### src/rtl/fetch_sequencer_pkg.sv
// Shared types and constants for the fetch sequencer: FSM state encoding,
// the x0 register index and the NOP word loaded by flushed pipeline registers.
package fetch_sequencer_pkg;

  typedef enum logic [1:0] {
    RUN        = 2'd0,
    LOAD_STALL = 2'd1,
    IMEM_WAIT  = 2'd2
  } fetch_state_e;

  localparam logic [4:0]  REG_X0   = 5'd0;
  localparam logic [31:0] NOP_INSN = 32'h0000_0013;

endpackage

### src/rtl/fetch_sequencer_if.sv
// Handshake bundle between the pipeline (master) and the fetch sequencer (slave):
// hazard/resolution inputs towards the sequencer, stall/flush/redirect controls back.
interface fetch_sequencer_if #(
  parameter int unsigned XLEN = 32
);
  import fetch_sequencer_pkg::*;

  logic            id_valid;
  logic [4:0]      id_rs1;
  logic [4:0]      id_rs2;
  logic            ex_mem_read;
  logic [4:0]      ex_rd;
  logic            ex_branch_taken;
  logic            ex_jump_taken;
  logic            ex_jalr_taken;
  logic [XLEN-1:0] ex_target;
  logic            imem_ready;

  logic            stall_pc;
  logic            stall_ifid;
  logic            bubble_idex;
  logic            flush_ifid;
  logic            flush_idex;
  logic            redirect_valid;
  logic [XLEN-1:0] redirect_pc;
  logic            misalign_err;

  modport master (
    output id_valid, id_rs1, id_rs2, ex_mem_read, ex_rd,
           ex_branch_taken, ex_jump_taken, ex_jalr_taken, ex_target, imem_ready,
    input  stall_pc, stall_ifid, bubble_idex, flush_ifid, flush_idex,
           redirect_valid, redirect_pc, misalign_err
  );

  modport slave (
    input  id_valid, id_rs1, id_rs2, ex_mem_read, ex_rd,
           ex_branch_taken, ex_jump_taken, ex_jalr_taken, ex_target, imem_ready,
    output stall_pc, stall_ifid, bubble_idex, flush_ifid, flush_idex,
           redirect_valid, redirect_pc, misalign_err
  );

endinterface

### src/rtl/fetch_sequencer_hazard_detect.sv
// Combinational load-use detector: a load in EX writing a register that the
// instruction in ID reads, suppressed while wrong-path slots are being squashed.
module fetch_hazard_detect
  import fetch_sequencer_pkg::*;
(
  input  logic       id_valid,
  input  logic [4:0] id_rs1,
  input  logic [4:0] id_rs2,
  input  logic       ex_mem_read,
  input  logic [4:0] ex_rd,
  input  logic       squash_idle,
  output logic       load_use
);

  always_comb begin
    load_use = id_valid && ex_mem_read && (ex_rd != REG_X0) &&
               ((ex_rd == id_rs1) || (ex_rd == id_rs2)) && squash_idle;
  end

endmodule

### src/rtl/fetch_sequencer.sv
// Fetch-stage sequencer: arbitrates redirects, instruction-memory waits and load-use
// stalls into PC/IF/ID/EX controls. Define FETCH_SEQ_PERF_EN to add performance counters.
module fetch_sequencer
  import fetch_sequencer_pkg::*;
#(
  parameter int unsigned     XLEN          = 32,
  parameter int unsigned     SQUASH_CYCLES = 2,
  parameter logic [XLEN-1:0] RESET_PC      = '0
) (
  input  logic             clk,
  input  logic             rst_n,
  fetch_sequencer_if.slave bus
`ifdef FETCH_SEQ_PERF_EN
  ,
  output logic [31:0]      perf_stall_cnt,
  output logic [31:0]      perf_redirect_cnt,
  output logic [31:0]      perf_imem_wait_cnt
`endif
);

  localparam int unsigned SQW = (SQUASH_CYCLES < 2) ? 1 : $clog2(SQUASH_CYCLES + 1);

  fetch_state_e    state_q, state_d;
  logic [SQW-1:0]  squash_cnt_q, squash_cnt_d;
  logic            pending_q, pending_d;
  logic [XLEN-1:0] pending_pc_q, pending_pc_d;
  logic            misalign_q, misalign_d;

  logic            any_taken;
  logic [XLEN-1:0] tgt;
  logic            load_use;

  logic            stall_pc_c, stall_ifid_c, bubble_idex_c;
  logic            flush_ifid_c, flush_idex_c, redirect_valid_c;
  logic [XLEN-1:0] redirect_pc_c;

  fetch_hazard_detect u_hazard (
    .id_valid    (bus.id_valid),
    .id_rs1      (bus.id_rs1),
    .id_rs2      (bus.id_rs2),
    .ex_mem_read (bus.ex_mem_read),
    .ex_rd       (bus.ex_rd),
    .squash_idle (squash_cnt_q == '0),
    .load_use    (load_use)
  );

  always_comb begin
    tgt = bus.ex_target;
    if (bus.ex_jalr_taken) tgt[0] = 1'b0;
    any_taken = bus.ex_branch_taken || bus.ex_jump_taken || bus.ex_jalr_taken;
  end

  always_comb begin
    state_d          = state_q;
    squash_cnt_d     = squash_cnt_q;
    pending_d        = pending_q;
    pending_pc_d     = pending_pc_q;
    misalign_d       = misalign_q;
    stall_pc_c       = 1'b0;
    stall_ifid_c     = 1'b0;
    bubble_idex_c    = 1'b0;
    flush_ifid_c     = 1'b0;
    flush_idex_c     = 1'b0;
    redirect_valid_c = 1'b0;
    redirect_pc_c    = RESET_PC;

    if ((state_q == RUN) && (squash_cnt_q != '0)) squash_cnt_d = squash_cnt_q - 1'b1;

    // Priority: redirect, then memory wait, then pending release, then load-use.
    if (any_taken && bus.imem_ready) begin
      redirect_valid_c = 1'b1;
      redirect_pc_c    = tgt;
      flush_ifid_c     = 1'b1;
      flush_idex_c     = 1'b1;
      pending_d        = 1'b0;
      squash_cnt_d     = SQW'(SQUASH_CYCLES);
      state_d          = RUN;
    end else if (any_taken) begin
      pending_d    = 1'b1;
      pending_pc_d = tgt;
      stall_pc_c   = 1'b1;
      flush_ifid_c = 1'b1;
      flush_idex_c = 1'b1;
      state_d      = IMEM_WAIT;
    end else if (!bus.imem_ready) begin
      stall_pc_c   = 1'b1;
      flush_ifid_c = 1'b1;
      state_d      = IMEM_WAIT;
    end else if (state_q == IMEM_WAIT) begin
      state_d = RUN;
      if (pending_q) begin
        redirect_valid_c = 1'b1;
        redirect_pc_c    = pending_pc_q;
        pending_d        = 1'b0;
        squash_cnt_d     = SQW'(SQUASH_CYCLES);
      end
    end else if ((state_q == RUN) && load_use) begin
      stall_pc_c    = 1'b1;
      stall_ifid_c  = 1'b1;
      bubble_idex_c = 1'b1;
      state_d       = LOAD_STALL;
    end else begin
      state_d = RUN;
    end

    if (redirect_valid_c && (redirect_pc_c[1:0] != 2'b00)) misalign_d = 1'b1;
  end

  always_ff @(posedge clk) begin
    if (!rst_n) begin
      state_q      <= RUN;
      squash_cnt_q <= '0;
      pending_q    <= 1'b0;
      pending_pc_q <= RESET_PC;
      misalign_q   <= 1'b0;
    end else begin
      state_q      <= state_d;
      squash_cnt_q <= squash_cnt_d;
      pending_q    <= pending_d;
      pending_pc_q <= pending_pc_d;
      misalign_q   <= misalign_d;
    end
  end

  // Outputs are forced idle while reset is held, whatever the inputs do.
  assign bus.stall_pc       = rst_n && stall_pc_c;
  assign bus.stall_ifid     = rst_n && stall_ifid_c;
  assign bus.bubble_idex    = rst_n && bubble_idex_c;
  assign bus.flush_ifid     = rst_n && flush_ifid_c;
  assign bus.flush_idex     = rst_n && flush_idex_c;
  assign bus.redirect_valid = rst_n && redirect_valid_c;
  assign bus.redirect_pc    = rst_n ? redirect_pc_c : RESET_PC;
  assign bus.misalign_err   = rst_n && misalign_q;

`ifdef FETCH_SEQ_PERF_EN
  logic [31:0] perf_stall_q, perf_stall_d;
  logic [31:0] perf_redir_q, perf_redir_d;
  logic [31:0] perf_wait_q,  perf_wait_d;

  always_comb begin
    perf_stall_d = perf_stall_q + {31'd0, stall_pc_c};
    perf_redir_d = perf_redir_q + {31'd0, redirect_valid_c};
    perf_wait_d  = perf_wait_q  + {31'd0, ~bus.imem_ready};
  end

  always_ff @(posedge clk) begin
    if (!rst_n) begin
      perf_stall_q <= '0;
      perf_redir_q <= '0;
      perf_wait_q  <= '0;
    end else begin
      perf_stall_q <= perf_stall_d;
      perf_redir_q <= perf_redir_d;
      perf_wait_q  <= perf_wait_d;
    end
  end

  assign perf_stall_cnt     = perf_stall_q;
  assign perf_redirect_cnt  = perf_redir_q;
  assign perf_imem_wait_cnt = perf_wait_q;
`endif

endmodule

### src/flat_wrapper.sv
// flat-port wrapper written by rule: the top's interface ports become plain ports
module fetch_sequencer_flat import fetch_sequencer_pkg::*;
#(
  parameter int unsigned     XLEN          = 32,
  parameter int unsigned     SQUASH_CYCLES = 2,
  parameter logic [XLEN-1:0] RESET_PC      = '0
)
  (clk, rst_n, bus_id_valid, bus_id_rs1, bus_id_rs2, bus_ex_mem_read, bus_ex_rd, bus_ex_branch_taken, bus_ex_jump_taken, bus_ex_jalr_taken, bus_ex_target, bus_imem_ready, bus_stall_pc, bus_stall_ifid, bus_bubble_idex, bus_flush_ifid, bus_flush_idex, bus_redirect_valid, bus_redirect_pc, bus_misalign_err);
  fetch_sequencer_if #(.XLEN(XLEN)) bus_i ();
  input  logic clk;
  input  logic rst_n;
  input wire logic [$bits(bus_i.id_valid)-1:0] bus_id_valid;
  input wire logic [$bits(bus_i.id_rs1)-1:0] bus_id_rs1;
  input wire logic [$bits(bus_i.id_rs2)-1:0] bus_id_rs2;
  input wire logic [$bits(bus_i.ex_mem_read)-1:0] bus_ex_mem_read;
  input wire logic [$bits(bus_i.ex_rd)-1:0] bus_ex_rd;
  input wire logic [$bits(bus_i.ex_branch_taken)-1:0] bus_ex_branch_taken;
  input wire logic [$bits(bus_i.ex_jump_taken)-1:0] bus_ex_jump_taken;
  input wire logic [$bits(bus_i.ex_jalr_taken)-1:0] bus_ex_jalr_taken;
  input wire logic [$bits(bus_i.ex_target)-1:0] bus_ex_target;
  input wire logic [$bits(bus_i.imem_ready)-1:0] bus_imem_ready;
  output wire logic [$bits(bus_i.stall_pc)-1:0] bus_stall_pc;
  output wire logic [$bits(bus_i.stall_ifid)-1:0] bus_stall_ifid;
  output wire logic [$bits(bus_i.bubble_idex)-1:0] bus_bubble_idex;
  output wire logic [$bits(bus_i.flush_ifid)-1:0] bus_flush_ifid;
  output wire logic [$bits(bus_i.flush_idex)-1:0] bus_flush_idex;
  output wire logic [$bits(bus_i.redirect_valid)-1:0] bus_redirect_valid;
  output wire logic [$bits(bus_i.redirect_pc)-1:0] bus_redirect_pc;
  output wire logic [$bits(bus_i.misalign_err)-1:0] bus_misalign_err;
  assign bus_i.id_valid = bus_id_valid;
  assign bus_i.id_rs1 = bus_id_rs1;
  assign bus_i.id_rs2 = bus_id_rs2;
  assign bus_i.ex_mem_read = bus_ex_mem_read;
  assign bus_i.ex_rd = bus_ex_rd;
  assign bus_i.ex_branch_taken = bus_ex_branch_taken;
  assign bus_i.ex_jump_taken = bus_ex_jump_taken;
  assign bus_i.ex_jalr_taken = bus_ex_jalr_taken;
  assign bus_i.ex_target = bus_ex_target;
  assign bus_i.imem_ready = bus_imem_ready;
  assign bus_stall_pc = bus_i.stall_pc;
  assign bus_stall_ifid = bus_i.stall_ifid;
  assign bus_bubble_idex = bus_i.bubble_idex;
  assign bus_flush_ifid = bus_i.flush_ifid;
  assign bus_flush_idex = bus_i.flush_idex;
  assign bus_redirect_valid = bus_i.redirect_valid;
  assign bus_redirect_pc = bus_i.redirect_pc;
  assign bus_misalign_err = bus_i.misalign_err;
  fetch_sequencer #(.XLEN(XLEN), .SQUASH_CYCLES(SQUASH_CYCLES), .RESET_PC(RESET_PC)) u_core (.clk(clk), .rst_n(rst_n), .bus(bus_i));
endmodule
### config.mk
export PLATFORM = sky130hd
export DESIGN_NAME = fetch_sequencer_flat
export DESIGN_NICKNAME = d
export VERILOG_FILES = /design/src/rtl/fetch_sequencer_pkg.sv /design/src/rtl/fetch_sequencer_if.sv /design/src/rtl/fetch_sequencer_hazard_detect.sv /design/src/rtl/fetch_sequencer.sv /design/src/flat_wrapper.sv
export SDC_FILE = /design/constraint.sdc
export NUM_CORES = 1
export LEC_CHECK = 0
export ABC_AREA = 0
export BUFFER_PORTS_ARGS = -buffer_cell sky130_fd_sc_hd__clkbuf_2
export CAP_MARGIN = 40
export CORE_MARGIN = 2
export CORE_UTILIZATION = 35
export DETAILED_ROUTE_END_ITERATION = 8
export GPL_TIMING_DRIVEN = 0
export PLACE_DENSITY = 0.6
export SLEW_MARGIN = 20
export SYNTH_ARGS = -nofsm -noshare
export SYNTH_HDL_FRONTEND = slang
export SYNTH_SLANG_ARGS = --single-unit
### constraint.sdc
create_clock -name clk -period 1.8 [get_ports clk]
set_input_delay 0.09 -clock clk [delete_from_list [all_inputs] [get_ports clk]]
set_output_delay 0.09 -clock clk [all_outputs]
set_load 0.005 [all_outputs]
### After elaboration in Yosys (flattened, before gate mapping)

Index checks and enable logic that the tools add are counted.
W data, S select, Z words.

* flip-flop bits (word level): 38
* input port bits: 55
* output and inout port bits: 39
* logic and storage cells: 80

* $add $sub $neg: 1
* equality and inequality tests: 3
* multiplexer cells: 38
* bitwise gates (word level): 3
* reduce and logical (&&, ||, !) cells: 28

Operators with widths (number)
* $mux W32: 6
* $mux W1: 23
* $mux W2: 9
* $logic_and A1 B1 Y1: 14
* $eq A5 B5 Y1: 2
* $reduce_bool A2 Y1: 4
* $reduce_bool A5 Y1: 1
* $reduce_or A5 Y1: 1
* $logic_not A2 Y1: 2
* $reduce_and A2 Y1: 2
* $logic_or A1 B1 Y1: 3
* $not A1 Y1: 3
* $eq A2 B2 Y1 const B: 1
* $reduce_or A2 Y1: 1
* $sub A2 B1 Y2 const B: 1

### Longest topological paths before layout

Gate-level depths: netlist of run 1.

* word-level depth: 11
* gate-level depth with buffers: 7

### Hierarchy

Synthesis of run 1 repeated with hierarchy kept, for this count alone.

* cells, all modules: 284
* area total of the unflattened synthesis: 2140.8 µm²

By module, submodules not included
* fetch_sequencer: times used 1, cells each 267, area an instance 2011.9 µm², seq. area each 760.7 µm²
* fetch_hazard_detect: times used 1, cells each 17, area an instance 128.9 µm², seq. area each 0.0 µm²

### Worst setup path after synthesis of run 1

No wires, ideal clock.

* path type: flip-flop to output port
* start: register u_core.squash_cnt_q[0]
* end: output port bus_stall_ifid
* data arrival time: 1272 ps
* required time: 1710 ps
* setup slack: 438 ps
* cell stages (with the launch flop): 8
* path buffers: 1
* path through: dfxtp_1 > inv_1 > ha_1 > nand4_1 > nor3_1 > o21ai_0 > nor3b_1 > buf_4

* word-level cells in the longest chain between the ends: 9

Ends and longest elaborated chain
* start: declaration: RTL line fetch_sequencer.sv:24 `logic [SQW-1:0] squash_cnt_q, squash_cnt_d;`
* start signal: assignment: RTL line fetch_sequencer.sv:118 `squash_cnt_q <= squash_cnt_d;`
* $logic_not A2 Y1: RTL line fetch_sequencer.sv:43 `.squash_idle (squash_cnt_q == '0),`
* $logic_and A1 B1 Y1: RTL line fetch_sequencer_hazard_detect.sv:17 `((ex_rd == id_rs1) || (ex_rd == id_rs2)) && squash_idle;`
* $logic_and A1 B1 Y1: RTL line fetch_sequencer.sv:97 `end else if ((state_q == RUN) && load_use) begin`
* $mux W1 (5 in series)
* $logic_and A1 B1 Y1
* end: declaration: RTL line flat_wrapper.sv:23 `output wire logic [$bits(bus_i.stall_ifid)-1:0] bus_stall_ifid;`

Every way passes these cells.

### Final worst setup path of run 1

* start: register u_core.state_q[1]
* end: output port bus_redirect_pc[11]

* word-level cells in the longest chain between the ends: 6

Ends and longest elaborated chain
* start: declaration: RTL line fetch_sequencer.sv:23 `fetch_state_e state_q, state_d;`
* start signal: assignment: RTL line fetch_sequencer.sv:117 `state_q <= state_d;`
* $eq A2 B2 Y1: RTL line fetch_sequencer.sv:89 `end else if (state_q == IMEM_WAIT) begin`
* $mux W32: RTL line fetch_sequencer.sv:89
* $mux W32: RTL line fetch_sequencer.sv:85 `end else if (!bus.imem_ready) begin`
* $mux W32: RTL line fetch_sequencer.sv:78 `end else if (any_taken) begin`
* $mux W32: RTL line fetch_sequencer.sv:70 `if (any_taken && bus.imem_ready) begin`
* $mux W32: RTL line fetch_sequencer.sv:132 `assign bus.redirect_pc = rst_n ? redirect_pc_c : RESET_PC;`
* end: declaration: RTL line flat_wrapper.sv:28 `output wire logic [$bits(bus_i.redirect_pc)-1:0] bus_redirect_pc;`

Every way passes these cells.

==> summary.txt, run 1 <==
Detailed routing
  • DR pass1 iterations: 4
  • Initial DRC count: 97
  • Drt total wl: 5627 microns
  • Antenna Nets Post-Route: 0
  • Drt drc: 0
  • Vias after detailed routing: 2161
  • WL per Instance: 12.64 microns
  • DR vias/cell: 4.856

Pwr
  • Pwr dens: 725.4 mW/mm^2
  • Total Power: 1.955 mW
  • Leakage: 1.242 nW
  • VDD IR-drop max: 560.7 uV

Synth
  • Ys Warns: 0
  • Top-count cell post-synth: nand2_1
  • Post-synthesis cell count: 273
  • Seq/Total Area, Yosys: 38.34%
  • Post-synth top cells: 63 x nand2_1, 40 x nor2_1, 38 x dfxtp_1
  • Share of flip-flops with an asynchronous set or reset: 0%
  • Number of synthesized flops with an enable pin: 0
  • Seq cells post-synth: 38
  • Top_reg_cell synth: dfxtp_1
  • Synthesized Nets: 329
  • Post-synth top area cell: dfxtp_1
  • Synth top area cells: dfxtp_1 38%, nand2_1 12%, a22oi_1 12%
  • Synth top area share: 38.34%
  • Post-Syn Area: 0.001984 sq mm
  • Post-synth cell types: 31
  • Synthesized area per cell: 7.269 sq um

Global routing
  • Global-route wire length before repair: 9411 microns
  • Initial antenna violation count: 0
  • Global route overflow: 0
  • Vias in the first global route: 2074
  • Largest net degree at the start of global routing: 12
  • All-Layer GR Usage: 18.72%

Cells and area
  • Area Overhead vs Synth: 35.81%
  • Layout Cells excl Fill: 445
  • Seq. cell area: 763.2 sq um
  • # diodes: 0
  • Multi-input gate area: 0.001130 sq mm
  • Fin area: 0.002695 sq mm
  • Layout cell share with drive strength beyond 1: 31.90%
  • Fin util: 48.94%
  • Final net count: 428
  • Number of fill cells: 577

Timing
  • RSZ-0062 raised after global routing: true
  • Hold Worst Slack: 0.03410 ns
  • Worst-Margin Slew: 0.5038 ns
  • Slew margin rel.: 66.42%
  • Worst Slack Setup Final: 0.09347 ns
  • Period utilization: 94.81%
  • Hold Violations, Final: 0
  • Final setup vio count: 0
  • Final TNS setup: 0 ns
  • Fmax: 586.0 MHz
  • Slew Viols, Final: 0
  • Final Critical Period: 1.707 ns
  • Clk_skew: 0.001965 ns

Clocking
  • Hold Buf Count CTS: 0
  • Clock-pin slew on the worst setup and hold paths: 0.07 ns
  • Clk root buf: clkbuf_8
  • CTS tree: built
  • # H-tree levels: 2
  • Bufs on Longest Clock Path: 2
  • Clock Latency Late Sink: 0.28 ns
  • Setup bufs post-CTS: 0
  • Cts bufs inserted: 5
  • Clk sinks: 38

Setup path
  • Max incr delay on CP: 0.35 ns
  • Critical path arrival: 1.62 ns
  • Req. time, crit path: 1.71 ns
  • WS Path Type: reg2out
  • Crit end category: primary output
  • Crit-path slowest cell: dfxtp_2
  • Worst-path cell chain: nor2b_4 > and3_1 > buf_6 > buf_8 > a22oi_1 > nor2_1 > clkbuf_2
  • Crit-path max FO: 10
  • CP Launch Type: flip-flop

Floorplan
  • Placeable Area: 0.005507 sq mm
  • Die Height: 79.30 microns
  • Site Rows: 27
  • Die ar.: 0.006288 sq mm
  • Initial Util: 36.04%
  • Boundary Pins: 94
  • Die width: 79.30 microns

Outcome
  • Status: complete, no violations

Placed design
  • IO buf count: 93
  • Final HPWL DP: 4283 microns
  • DP Area: 0.002540 sq mm
  • Placer Congestion: 0.7440
  • DP Cell Count: 438
  • DP Worst Slack: 0.007481 ns

Hold path
  • Hold Path Class: in2reg

Job
  • Max-cap violation count: 0
-- routing by layer --
metal | vias up | global-route usage [%] | routed length (microns)
met5 | - | 0 | 0
met3 | 6 | 4.432 | 324
li1 | 1130 | - | -
met1 | 965 | 24.00 | 2623
met4 | 0 | 4.828 | 51
met2 | 60 | 31.61 | 2627
-- sequential cells by signal, indices dropped and copies added (netlist names) --
register,flops
u_core.pending_pc_q,32
u_core.squash_cnt_q,2
u_core.state_q,2
u_core.misalign_q,1
u_core.pending_q,1
-- kinds of logic after synthesis --
family                   count (synthesis)  share of synthesized area (%)
buffers and inverters                   25                          5.801
AO/OA/AOI/OAI                           73                          23.33
flip-flops                              38                          38.34
AND/OR/NAND/NOR                        125                          27.05
adder cells (fa/ha/maj)                  1                         0.6304
XOR/XNOR                                11                          4.855
-- where the power goes --
group          internal [mW]  switching, mW
logic                  0.160          0.203
registers              0.891         0.0256
clock network          0.387          0.289
total                   1.44          0.518
-- cell usage in the layout (no fill, tap or decap), drive strengths merged, types with 2 or more instances in the layout --
cell type / count
a21oi: 34
a22oi: 31
and2: 4
buf: 10
clkbuf: 112
dfxtp: 38
inv: 3
nand2: 63
nand2b: 2
nand4: 2
nor2: 40
nor3: 5
nor3b: 2
o21ai: 3
o31a: 2
xor2: 10
-- repair_timing --
action | in CTS | in global routing
setup endpoints to repair | 31 | 31
endpoints found under the hold margin | 0 | 0
cloned | 0 | 0
pin swaps | 0 | 2
gates resized for setup | 9 | 9
-- worst paths after layout --
path	start	endpoint	slack, ns	cells past startpoint
max reg2reg	u_core.state_q[1]$_SDFF_PP0_	u_core.misalign_q$_SDFFE_PN0P_	0.41	5
max	u_core.state_q[1]$_SDFF_PP0_	bus_redirect_pc[11]	0.09	7
min	bus_ex_target[29]	u_core.pending_pc_q[29]$_SDFFE_PN0P_	0.03	3
min reg2reg	u_core.pending_pc_q[17]$_SDFFE_PN0P_	u_core.pending_pc_q[17]$_SDFFE_PN0P_	0.46	2
-- critical path, delay by kind of cell (launching register included) --
family	cells	cell delay, ns
compound gates	1	0.08
simple gates	3	0.49
buf+inv	3	0.41
flops	1	0.35
-- layout make-up --
class | count | share of cell area, %
inverter | 3 | 0.4178
buffer | 21 | 4.643
clock buffer | 8 | 4.085
tap | 72 | 3.343
sequential | 38 | 28.32
timing repair buffer | 93 | 17.27
multi-input combinational | 210 | 41.92
Note: power is estimated with default switching activity, not from simulation.
==> inputs of run 2 (changes only) <==
BUFFER_PORTS_ARGS = unset   (was -buffer_cell sky130_fd_sc_hd__clkbuf_2)
DONT_BUFFER_PORTS = 1   (was unset)
PLACE_DENSITY = 0.46   (was 0.6)
==> run 2 against run 1 <==
Against the previous run: clock skew rose by 0.0067 ns; die area is the same; global-route usage is 0.20 points lower; first-iteration DRC count is 42% lower; sequential share of layout area up 1.2 points; flip-flop and latch count is the same; clock power down 8.4%; combinational power shrank 9.6%; fmax increased by 0.83%; final area shrank 4.3%; largest power group unchanged; critical path type unchanged; non-clock buffer count decreased by 56.
==> summary.txt, run 2 (synthesized netlist as in run 1, its figures left out) <==
Detailed routing
  • Drt total wl: 5759 microns (was 5627 microns)
  • Antenna Nets Post-Route: 0 (unchanged)
  • Drt drc: 0 (unchanged)
  • DR vias/cell: 5.118 (was 4.856)
  • Vias after detailed routing: 1991 (was 2161)
  • Initial DRC count: 56 (was 97)
  • DR pass1 iterations: 4 (unchanged)
  • WL per Instance: 14.80 microns (was 12.64 microns)

Pwr
  • Pwr dens: 722.6 mW/mm^2 (was 725.4 mW/mm^2)
  • VDD IR-drop max: 359.3 uV (was 560.7 uV)
  • Leakage: 0.9760 nW (was 1.242 nW)

Timing
  • Final Critical Period: 1.692 ns (was 1.707 ns)
  • Final setup vio count: 0 (unchanged)
  • Final TNS setup: 0 ns (unchanged)
  • Hold Violations, Final: 0 (unchanged)
  • Slew Viols, Final: 0 (unchanged)
  • Hold Worst Slack: 0.01824 ns (was 0.03410 ns)
  • Fmax: 590.9 MHz (was 586.0 MHz)
  • Clk_skew: 0.008629 ns (was 0.001965 ns)
  • Worst-Margin Slew: 0.5764 ns (was 0.5038 ns)
  • RSZ-0062 raised after global routing: true (unchanged)
  • Slew margin rel.: 61.58% (was 66.42%)
  • Period utilization: 94.03% (was 94.81%)

Setup path
  • Crit-path max FO: 10 (unchanged)
  • CP Launch Type: flip-flop (unchanged)
  • Req. time, crit path: 1.71 ns (about the same)
  • Worst-path cell chain: nor2b_2 > and3_1 > clkbuf_4 > buf_6 > a22oi_1 > nor2_1 (was nor2b_4 > and3_1 > buf_6 > buf_8 > a22oi_1 > nor2_1 > clkbuf_2)
  • Top delay family on crit path: simple AND/OR/NAND/NOR gates (unchanged)
  • Max incr delay on CP: 0.36 ns (was 0.35 ns)
  • Buf/Inv on CP: 2 (was 3)
  • Crit end category: primary output (unchanged)
  • R2R setup slack: 0.32 ns (was 0.41 ns)
  • Critical path arrival: 1.60 ns (was 1.62 ns)
  • WS Path Type: reg2out (unchanged)
  • Crit-path slowest cell: dfxtp_1 (was dfxtp_2)

Clocking
  • Clk root buf: clkbuf_8 (unchanged)
  • Cts bufs inserted: 5 (unchanged)
  • Clock Latency Late Sink: 0.29 ns (was 0.28 ns)
  • Bufs on Longest Clock Path: 2 (unchanged)
  • # H-tree levels: 2 (unchanged)
  • Clock-pin slew on the worst setup and hold paths: 0.07 ns (about the same)
  • CTS tree: built (unchanged)
  • Clk sinks: 38 (unchanged)

Placed design
  • IO buf count: 0 (was 93)
  • Final HPWL DP: 3983 microns (was 4283 microns)
  • DP Cell Count: 345 (was 438)
  • Placer Congestion: 0.7704 (was 0.7440)

Cells and area
  • Largest registers: u_core.pending_pc_q x32, u_core.squash_cnt_q x2, u_core.state_q x2 (unchanged)
  • Commonest non-fill, non-tap cell in the layout: nand2_1 (was clkbuf_2)
  • # diodes: 0 (unchanged)
  • Biggest register: u_core.pending_pc_q (unchanged)
  • Most frequent cells in the layout: 63 x nand2_1, 40 x nor2_1, 37 x dfxtp_1, 35 x dlygate4sd3_1, 34 x a21oi_1 (was 92 x clkbuf_2, 63 x nand2_1, 40 x nor2_1, 36 x dfxtp_1, 34 x a21oi_1)
  • Fin util: 46.83% (was 48.94%)
  • Largest register FFs: 32 (unchanged)
  • Final net count: 372 (was 428)
  • Layout cell share with drive strength beyond 1: 9.464% (was 31.90%)
  • Area Overhead vs Synth: 29.95% (was 35.81%)
  • Layout Cells excl Fill: 389 (was 445)

Global routing
  • All-Layer GR Usage: 18.52% (was 18.72%)
  • Largest net degree at the start of global routing: 13 (was 12)
  • Initial antenna violation count: 0 (unchanged)
  • Vias in the first global route: 1823 (was 2074)
  • Global-route wire length before repair: 9004 microns (was 9411 microns)
  • Global route overflow: 0 (unchanged)

Job
  • Max-cap violation count: 0 (unchanged)

Floorplan
  • Initial Util: 36.04% (unchanged)
  • Die width: 79.30 microns (unchanged)
  • Site Rows: 27 (unchanged)
  • Placeable Area: 0.005507 sq mm (unchanged)
  • Die Height: 79.30 microns (unchanged)
  • Boundary Pins: 94 (unchanged)
  • Die ar.: 0.006288 sq mm (unchanged)

Hold path
  • Hold Path Class: in2reg (unchanged)

Outcome
  • Status: complete, no violations (unchanged)
## run 2: cell count changes in the layout (fill, tap and decap cells not counted), sizes merged
cell	previous run	this run
dlygate4sd3	0	35
clkbuf	112	19
clkinvlp	0	1
clkinv	0	1
## run 2: through the flow
stage,setup WS (ns),total power [mW],instance area [sq um]
2_1_floorplan,0.4382,1.130,1984
3_3_place_gp,0.2243,1.191,2074
3_5_place_dp,0.2227,1.193,2074
4_1_cts,0.02789,1.879,2532
5_1_grt,-0.03326,1.972,2579
6_report,0.1075,1.863,2579
## run 2: worst paths after layout
check / start / end / cells past startpoint
min reg2reg: u_core.pending_pc_q[6]$_SDFFE_PN0P_ / u_core.pending_pc_q[6]$_SDFFE_PN0P_ / 2
max: u_core.state_q[1]$_SDFF_PP0_ / bus_redirect_pc[6] / 6
min: bus_ex_jump_taken / u_core.state_q[0]$_SDFF_PP0_ / 2
max reg2reg: u_core.state_q[1]$_SDFF_PP0_ / u_core.misalign_q$_SDFFE_PN0P_ / 5
## run 2: what timing repair did
| action | CTS | global route |
|---|---|---|
| pin swaps | 0 | 5 |
| setup endpoints to repair | 25 | 30 |
| resized for setup | 5 | 12 |
| setup buffers | 0 | 1 |
| hold buffers | 35 | 0 |
| endpoints found under the hold margin | 36 | 0 |
## run 2: layout make-up
class,count,area (sq um)
fillers,589,2928
multi-input cells,210,1137
flip-flops and latches,38,762.0
repair buffers,36,357.8
plain buffers,22,125.1
well taps,72,90.09
clock buffers,6,82.58
clock inverters,2,12.51
inverters,3,11.26
## run 2: layer usage
metal	vias to the layer above	part of all wire (%)	GRT usage, %
li1	1016	-	-
met5	-	0	0
met3	6	6.6	5.795
met1	905	45	23.98
met2	64	47	29.75
met4	0	1.0	5.172
## run 2: report_power, final
group | switching (mW) | internal, mW | total [mW]
registers | 0.0261 | 0.891 | 0.917
clock network | 0.311 | 0.308 | 0.619
logic | 0.173 | 0.156 | 0.328
==> inputs of run 3 (changes only) <==
ABC_CLOCK_PERIOD_IN_PS = 1800   (was unset)
HOLD_SLACK_MARGIN = 0.05   (was unset)
==> run 3 against run 2 <==
Against the previous run: sequential power about the same; via count increased by 0.35%; final area rose by 0.39%; final cell count grew 0.26%; global-route usage up 0.14 points; first-iteration DRC count grew 36%; clock skew is essentially flat; non-clock buffer count grew 1; sequential share of layout area shrank 0.11 points; hold slack better by 0.054 ns; clock-buffer cell count did not move; critical endpoint unchanged; largest power group unchanged.
==> summary.txt, run 3 (synthesized netlist as in run 1, its figures left out) <==
Floorplan
  • Placeable Area: 0.005507 sq mm (unchanged)
  • Site Rows: 27 (unchanged)
  • Initial Util: 36.04% (unchanged)
  • Die width: 79.30 microns (unchanged)
  • Die ar.: 0.006288 sq mm (unchanged)
  • Die Height: 79.30 microns (unchanged)
  • Boundary Pins: 94 (unchanged)

Hold path
  • Hold Path Class: in2reg (unchanged)

Job
  • Max-cap violation count: 0 (unchanged)

Timing
  • Slew margin rel.: 61.57% (was 61.58%)
  • Slew Viols, Final: 0 (unchanged)
  • Worst-Margin Slew: 0.5764 ns (about the same)
  • Period utilization: 94.30% (was 94.03%)
  • Hold Worst Slack: 0.07216 ns (was 0.01824 ns)
  • Worst Slack Setup Final: 0.1026 ns (was 0.1075 ns)
  • RSZ-0062 raised after global routing: true (unchanged)
  • Clk_skew: 0.008792 ns (was 0.008629 ns)
  • Final Critical Period: 1.697 ns (was 1.692 ns)
  • Final setup vio count: 0 (unchanged)
  • Final TNS setup: 0 ns (unchanged)
  • Fmax: 589.1 MHz (was 590.9 MHz)
  • Hold Violations, Final: 0 (unchanged)

Detailed routing
  • Antenna Nets Post-Route: 0 (unchanged)
  • Drt drc: 0 (unchanged)
  • Vias after detailed routing: 1998 (was 1991)
  • Initial DRC count: 76 (was 56)
  • WL per Instance: 14.94 microns (was 14.80 microns)
  • DR vias/cell: 5.123 (was 5.118)
  • Drt total wl: 5826 microns (was 5759 microns)
  • DR pass1 iterations: 4 (unchanged)

Outcome
  • Status: complete, no violations (unchanged)

Clocking
  • Bufs on Longest Clock Path: 2 (unchanged)
  • CTS tree: built (unchanged)
  • Clk sinks: 38 (unchanged)
  • Clock Latency Late Sink: 0.29 ns (about the same)
  • Clock-pin slew on the worst setup and hold paths: 0.07 ns (about the same)
  • Cts bufs inserted: 5 (unchanged)
  • # H-tree levels: 2 (unchanged)
  • Clk root buf: clkbuf_8 (unchanged)

Setup path
  • Critical path arrival: 1.61 ns (was 1.60 ns)
  • Top delay family on crit path: simple AND/OR/NAND/NOR gates (unchanged)
  • Worst-path cell chain: nor2b_2 > and3_1 > clkbuf_4 > buf_6 > a22oi_1 > nor2_1 (unchanged)
  • CP Launch Type: flip-flop (unchanged)
  • Buf/Inv on CP: 2 (unchanged)
  • Req. time, crit path: 1.71 ns (about the same)
  • Max incr delay on CP: 0.36 ns (about the same)
  • Crit-path slowest cell: dfxtp_1 (unchanged)
  • Crit end category: primary output (unchanged)
  • WS Path Type: reg2out (unchanged)
  • Crit-path max FO: 10 (unchanged)

Cells and area
  • Fin area: 0.002589 sq mm (was 0.002579 sq mm)
  • Biggest register: u_core.pending_pc_q (unchanged)
  • Largest registers: u_core.pending_pc_q x32, u_core.squash_cnt_q x2, u_core.state_q x2 (unchanged)
  • Layout cell share with drive strength beyond 1: 9.434% (was 9.464%)
  • # diodes: 0 (unchanged)
  • Fin util: 47.01% (was 46.83%)
  • Final net count: 373 (was 372)
  • Number of fill cells: 587 (was 589)
  • Largest register FFs: 32 (unchanged)
  • Most frequent cells in the layout: 63 x nand2_1, 40 x nor2_1, 37 x dfxtp_1, 36 x dlygate4sd3_1, 34 x a21oi_1 (was 63 x nand2_1, 40 x nor2_1, 37 x dfxtp_1, 35 x dlygate4sd3_1, 34 x a21oi_1)
  • Commonest non-fill, non-tap cell in the layout: nand2_1 (unchanged)
  • Area Overhead vs Synth: 30.45% (was 29.95%)

Placed design
  • DP Worst Slack: 0.2227 ns (unchanged)
  • DP Area: 0.002074 sq mm (unchanged)
  • Final HPWL DP: 3983 microns (unchanged)
  • IO buf count: 0 (unchanged)
  • Placer Congestion: 0.7704 (unchanged)

Pwr
  • VDD IR-drop max: 359.3 uV (about the same)
  • Pwr dens: 721.1 mW/mm^2 (was 722.6 mW/mm^2)
  • Leakage: 0.9826 nW (was 0.9760 nW)

Global routing
  • Vias in the first global route: 1844 (was 1823)
  • All-Layer GR Usage: 18.67% (was 18.52%)
  • Initial antenna violation count: 0 (unchanged)
  • Largest net degree at the start of global routing: 13 (unchanged)
  • Global-route wire length before repair: 9073 microns (was 9004 microns)
  • Global route overflow: 0 (unchanged)
==> run 3: cell types whose count changed in the layout (fill, tap and decap cells not counted) <==
cell	previous run	this run
dlygate4sd3_1	35	36
==> run 3: final cells by class <==
cell class / instances / area, sq um / area share, %
inverter: 3 / 11.26 / 0.4350
multi-input combinational: 210 / 1137 / 43.93
clock buffer: 6 / 82.58 / 3.190
sequential: 38 / 762.0 / 29.43
buffer: 22 / 125.1 / 4.833
clock inverter: 2 / 12.51 / 0.4833
tap: 72 / 90.09 / 3.480
timing repair buffer: 37 / 367.9 / 14.21
==> run 3: timing repair <==
| item | 4_1_cts | 5_1_grt |
|---|---|---|
| hold endpoints to repair | 37 | 0 |
| resized for setup | 5 | 12 |
| hold buffers | 36 | 0 |
| pin swaps | 0 | 5 |
| setup buffers | 0 | 1 |
| setup endpoints to repair | 25 | 30 |
==> run 3: metal layers <==
layer | part of all wire, % | track usage (%)
met1 | 46 | 24.33
met5 | 0 | 0
met3 | 6.6 | 5.795
met2 | 46 | 29.83
met4 | 1.0 | 5.172
==> run 3: per-stage QoR <==
step                      total power [mW]  cells
after CTS                            1.881    389
after global routing                 1.974    390
after global placement               1.191    345
after floorplan                      1.130    273
final                                1.867    390
after detailed placement             1.193    345
==> run 3: where the power goes <==
part | internal [mW] | leakage [nW] | total, mW | switching (mW)
sequential | 0.891 | 0.313 | 0.917 | 0.0262
clock | 0.308 | 0.0472 | 0.620 | 0.312
combinational | 0.156 | 0.622 | 0.330 | 0.174
==> run 3: worst paths after layout <==
check	startpoint	end	slack, ns	depth (start not counted)
max	u_core.state_q[1]$_SDFF_PP0_	bus_redirect_pc[6]	0.10	6
min	bus_ex_rd[0]	u_core.state_q[0]$_SDFF_PP0_	0.07	2
max reg2reg	u_core.state_q[1]$_SDFF_PP0_	u_core.misalign_q$_SDFFE_PN0P_	0.31	5
min reg2reg	u_core.pending_pc_q[6]$_SDFFE_PN0P_	u_core.pending_pc_q[6]$_SDFFE_PN0P_	0.46	2
